File: src/rtl/ingress_pkg.sv
// Shared defaults and type helpers for the ingress FIFO slice.
package ingress_pkg;

   localparam int DEF_DATA_W = 8;
   localparam int DEF_DEPTH  = 8;

   typedef logic [15:0] stall_cnt_t;

   // Pointer width: index bits plus one wrap bit, so full and empty stay distinguishable
   function automatic int ptr_w(input int depth);
      return $clog2(depth) + 1;
   endfunction

endpackage

File: src/rtl/ingress_fifo_mem.sv
// DEPTH x DATA_W register array: one synchronous write port, one asynchronous read port, no reset.
module ingress_fifo_mem #(
   parameter int DATA_W = 8,
   parameter int DEPTH  = 8,
   parameter int AW     = $clog2(DEPTH)
) (
   input  logic              clk,
   input  logic              we,
   input  logic [AW-1:0]     waddr,
   input  logic [DATA_W-1:0] wdata,
   input  logic [AW-1:0]     raddr,
   output logic [DATA_W-1:0] rdata
);

   logic [DATA_W-1:0] mem [DEPTH];

   always_ff @(posedge clk) begin
      if (we) mem[waddr] <= wdata;
   end

   assign rdata = mem[raddr];

endmodule

File: src/rtl/ingress_fifo.sv
// First-word fall-through valid/ready buffer with occupancy and threshold flags.
// Optional stall counter enabled by INGRESS_FIFO_STALL_CNT_EN.
module ingress_fifo
   import ingress_pkg::*;
#(
   parameter int DATA_W       = DEF_DATA_W,
   parameter int DEPTH        = DEF_DEPTH,
   parameter int AFULL_THRESH = DEPTH - 2
) (
   input  logic                      clk,
   input  logic                      rst,
   input  logic                      s_valid,
   output logic                      s_ready,
   input  logic [DATA_W-1:0]         s_data,
   output logic                      m_valid,
   input  logic                      m_ready,
   output logic [DATA_W-1:0]         m_data,
   output logic [ptr_w(DEPTH)-1:0]   count,
   output logic                      full,
   output logic                      empty,
   output logic                      almost_full
`ifdef INGRESS_FIFO_STALL_CNT_EN
   ,
   output stall_cnt_t                stall_cnt
`endif
);

   localparam int PW = ptr_w(DEPTH);
   localparam int AW = PW - 1;
   localparam logic [PW-1:0] AF_LVL = PW'(AFULL_THRESH);

   logic [PW-1:0]     wr_ptr;
   logic [PW-1:0]     rd_ptr;
   logic [DATA_W-1:0] rdata;
   logic              push;
   logic              pop;

   // Flags come from registered pointers only, so m_ready never reaches s_ready
   assign full    = (wr_ptr[AW-1:0] == rd_ptr[AW-1:0]) && (wr_ptr[AW] != rd_ptr[AW]);
   assign empty   = (wr_ptr == rd_ptr);
   assign count   = wr_ptr - rd_ptr;
   assign almost_full = (count >= AF_LVL);
   assign s_ready = !full;
   assign m_valid = !empty;
   assign m_data  = empty ? '0 : rdata;

   assign push = s_valid && s_ready;
   assign pop  = m_valid && m_ready;

   always_ff @(posedge clk or negedge rst) begin
      if (!rst) begin
         wr_ptr <= '0;
         rd_ptr <= '0;
      end else begin
         if (push) wr_ptr <= wr_ptr + PW'(1);
         if (pop)  rd_ptr <= rd_ptr + PW'(1);
      end
   end

   ingress_fifo_mem #(
      .DATA_W (DATA_W),
      .DEPTH  (DEPTH),
      .AW     (AW)
   ) u_mem (
      .clk   (clk),
      .we    (push),
      .waddr (wr_ptr[AW-1:0]),
      .wdata (s_data),
      .raddr (rd_ptr[AW-1:0]),
      .rdata (rdata)
   );

`ifdef INGRESS_FIFO_STALL_CNT_EN
   always_ff @(posedge clk or negedge rst) begin
      if (!rst) begin
         stall_cnt <= '0;
      end else if (s_valid && !s_ready && (stall_cnt != '1)) begin
         stall_cnt <= stall_cnt + 16'd1;
      end
   end
`endif

endmodule

File: config.mk
export PLATFORM = sky130hd
export DESIGN_NAME = ingress_fifo
export DESIGN_NICKNAME = d
export VERILOG_FILES = /design/src/rtl/ingress_pkg.sv /design/src/rtl/ingress_fifo_mem.sv /design/src/rtl/ingress_fifo.sv
export SDC_FILE = /design/constraint.sdc
export NUM_CORES = 1
export LEC_CHECK = 0
export CAP_MARGIN = 20
export CORE_MARGIN = 4
export CORE_UTILIZATION = 55
export DETAILED_ROUTE_END_ITERATION = 10
export PLACE_DENSITY = 0.73
export SLEW_MARGIN = 10
export SYNTH_ARGS = -nofsm -noshare
export SYNTH_HDL_FRONTEND = slang
export SYNTH_SLANG_ARGS = --single-unit
File: constraint.sdc
create_clock -name clk -period 5.3 [get_ports clk]
set_input_delay 1.06 -clock clk [delete_from_list [all_inputs] [get_ports clk]]
set_output_delay 1.06 -clock clk [all_outputs]
set_load 0.01 [all_outputs]
==> implementation parameters <==
Parameter                              Value

Synthesis
  Post-synth cell types    31
  Flop and latch count out of synthesis    72
  EDFF count, synth    64
  Mean instance size in the synthesized netlist    15.9 µm²
  Fraction of the yosys area taken by sequential cells    69.2%
  Post-Syn Area    0.00307 mm²
  Synthesized netlist cell count    193
  Ranking of synthesized cells by instance count    sky130_fd_sc_hd__edfxtp_1 (64), sky130_fd_sc_hd__mux2_2 (18), sky130_fd_sc_hd__mux2i_1 (16)
  Ranking of synthesized cells by area    sky130_fd_sc_hd__edfxtp_1 (63%), sky130_fd_sc_hd__mux2_2 (6.6%), sky130_fd_sc_hd__dfrtp_1 (6.5%), sky130_fd_sc_hd__mux2i_1 (5.2%), sky130_fd_sc_hd__a22o_1 (2.3%)
  Fraction of synthesized area in multiplexers    11.8%
  Top-area cell type share of the netlist area    62.7%
  Area share of fa/ha/maj cells after synthesis    2.69%
  Most used DFF post-synth    sky130_fd_sc_hd__edfxtp_1
  Post-synth top area cell    sky130_fd_sc_hd__edfxtp_1
  Fraction of synthesized cell area in xor and xnor cells    2.82%
  Complex-gate fraction of the synthesized area    6.04%
  Fraction of registers with async set or reset after synthesis    11.1%
  Syn nets    211
  Simple logic cell fraction of the synthesized area    5.14%
  Largest family of logic cells by synthesized area    multiplexers
  Library cell with the highest instance count after synthesis    sky130_fd_sc_hd__edfxtp_1
  Warnings, synthesis    0

Critical path
  Critical path startpoint category    flop
  Max stage delay on crit path    830 ps
  Critical Path Sink Type    output pin
  Critical path start-end classification    flop to output pin
  Gate family responsible for the most delay along the worst path    simple AND/OR/NAND/NOR gates
  Slowest-stage cell, CP    sky130_fd_sc_hd__dfrtp_1
  Cell-by-cell listing of the critical path    inv_1, ha_1, nand3_1, nor2_2, nor3_1, clkdlybuf4s50_1
  Worst-path maximum fanout    18
  Required time of the critical path    4240 ps
  Sum of buffers and inverters on the critical path    2
  Worst path arrival time    3000 ps

Detailed routing
  Via density    5.85
  Iter 0 DRT Violations    187
  1st-pass router iterations    4
  Wire per inst    20.8 µm
  Via count    1,784
  Drc violations    0
  ANT nets after route    0
  Overall routed net length    6330 µm

GRT
  Antenna violations before repair    0
  Global-route wire length before repair    9630 µm
  Global routing usage summed across all routing layers    20.8%
  Vias in the first global route    1,862
  Largest net degree at the start of global routing    21
  Sum of overflow across all layers after global routing    0

Power and ir drop
  Standby leakage power    0.00131 µW
  Worst IR drop on VDD    367 µV
  Power per Cell Area    655 mW/mm²

Die
  Initial Util    58.5%
  Chip Height    82.7 µm
  Site Rows    26
  Core area    0.00524 mm²
  Die Outline Area    0.00683 mm²
  X dimension of the die    82.7 µm
  Top-level I/O count    29

Cells and area
  Layout net count    249
  Fraction of final layout cells with drive strength greater than 1    19.6%
  Register area    0.00212 mm²
  Fill cells    354
  Area grow syn2layout    19.6%
  Final Core Density    70.0%
  Multi-input logic area    892 µm²
  # diodes    0
  Final standard cell count with taps included and fillers excluded    305
  Post-Layout Inst Area    0.00367 mm²

Worst hold path
  Tightest Hold Check Type    flop to flop

Clock tree
  CTS H-tree depth    3
  Count of hold-fix buffers inserted at cts    0
  Clock root buffer master    sky130_fd_sc_hd__clkbuf_8
  Clock-pin slew on the worst setup and hold paths    70 ps
  TritonCTS clock tree    done
  Post-CTS Setup Inserts    0
  Latest clock arrival within the worst-skew pair    340 ps
  Number of cells upsized or downsized after cts    0
  Total CTS buffers    9
  Clock net sink count    72
  Maximum clock insertion buffer count    2

Timing
  Worst clock skew on the final layout    9.70 ps
  Unrepaired setup endpoints after global routing    false
  Final period demand of the worst path    4060 ps
  Achievable Freq    0.246 GHz
  Final count of pins violating max slew    0
  Slew HR    38.3%
  Measured slew at the worst slew-check pin    922 ps
  Share of the clock period used by the worst path after layout    76.6%
  Setup-violating endpoint count in the final report    0
  Hold violation total from the final report    0
  Aggregate negative setup slack    0 ps
  Worst hold slack    563 ps

Placed design
  Routability congestion estimate    0.907
  Number of buffer cells added on primary ports    28
  Half-perimeter wire length of the detailed placement result    4250 µm
  Instance area after placement    0.00346 mm²
  Placed Cells    290

Status
  Status    finished, final reports clean

Job
  Total of max-cap violations    0
-- sequential cells by signal, indices dropped and copies added, names as in the netlist --
signal / flops
u_mem.mem: 64
rd_ptr: 4
wr_ptr: 4
-- stage by stage --
step	setup WS (ps)	power (µW)
4_1_cts	1220	2410
2_1_floorplan	2420	1460
3_3_place_gp	1730	1920
5_1_grt	1040	2540
3_5_place_dp	1610	1960
6_report	1240	2400
-- routing by layer --
metal,wire [µm],vias up,track usage (%)
li1,-,821,-
met1,2390,882,24.0
met2,3340,72,35.2
met3,491,9,5.75
met4,108,0,10.9
met5,0,-,0
-- cell families (layout without fill, tap and decap cells) --
logic type	after synthesis	in the layout
flops	72	72
mux	34	34
simple gates	31	31
compound gates	26	26
buf+inv	15	57
xor+xnor	9	9
fa+ha+maj	6	6
-- report_power, final --
group          leakage (µW)  internal [µW]  switching (µW)
Sequential         0.000675            732             106
Combinational      0.000535            554             556
Clock              0.000101            260             193
-- area by class of cell --
cell class,count,share of cell area (%)
clock inverters,6,2.32
well taps,70,2.39
flip-flops and latches,72,57.9
repair buffers,34,8.87
clock buffers,9,3.38
multi-input cells,106,24.3
inverters,8,0.819
-- path summary, 6_finish.rpt --
path / cells past startpoint / endpoint / startpoint / slack [ps]
setup / recovery: 6 / m_data[3] / rd_ptr[1] / 1240
hold / removal: 1 / rd_ptr[3] / rd_ptr[3] / 560
setup reg to reg: 5 / u_mem.mem[6][1] / rd_ptr[1] / 2370
hold reg to reg: 1 / rd_ptr[3] / rd_ptr[3] / 560
max in group asynchronous: 1 / wr_ptr[3] / rst / 3990
min in group asynchronous: 1 / rd_ptr[1] / rst / 1020
-- layout by cell type (no fill, tap or decap), drive strengths merged, types with 4 or more instances in the layout --
| cell | Yosys | routed |
|---|---|---|
| clkdlybuf4s50 | 0 | 28 |
| edfxtp | 64 | 64 |
| nand2 | 5 | 5 |
| dfrtp | 8 | 8 |
| mux2 | 18 | 18 |
| nor2 | 5 | 5 |
| xnor2 | 6 | 6 |
| ha | 5 | 5 |
| clkbuf | 1 | 9 |
| inv | 8 | 8 |
| a21oi | 4 | 4 |
| mux2i | 16 | 16 |
| nor3 | 11 | 11 |
| a22o | 8 | 8 |
| o22ai | 8 | 8 |
| buf | 6 | 6 |
No activity file was read; power rests on OpenSTA's default activity.
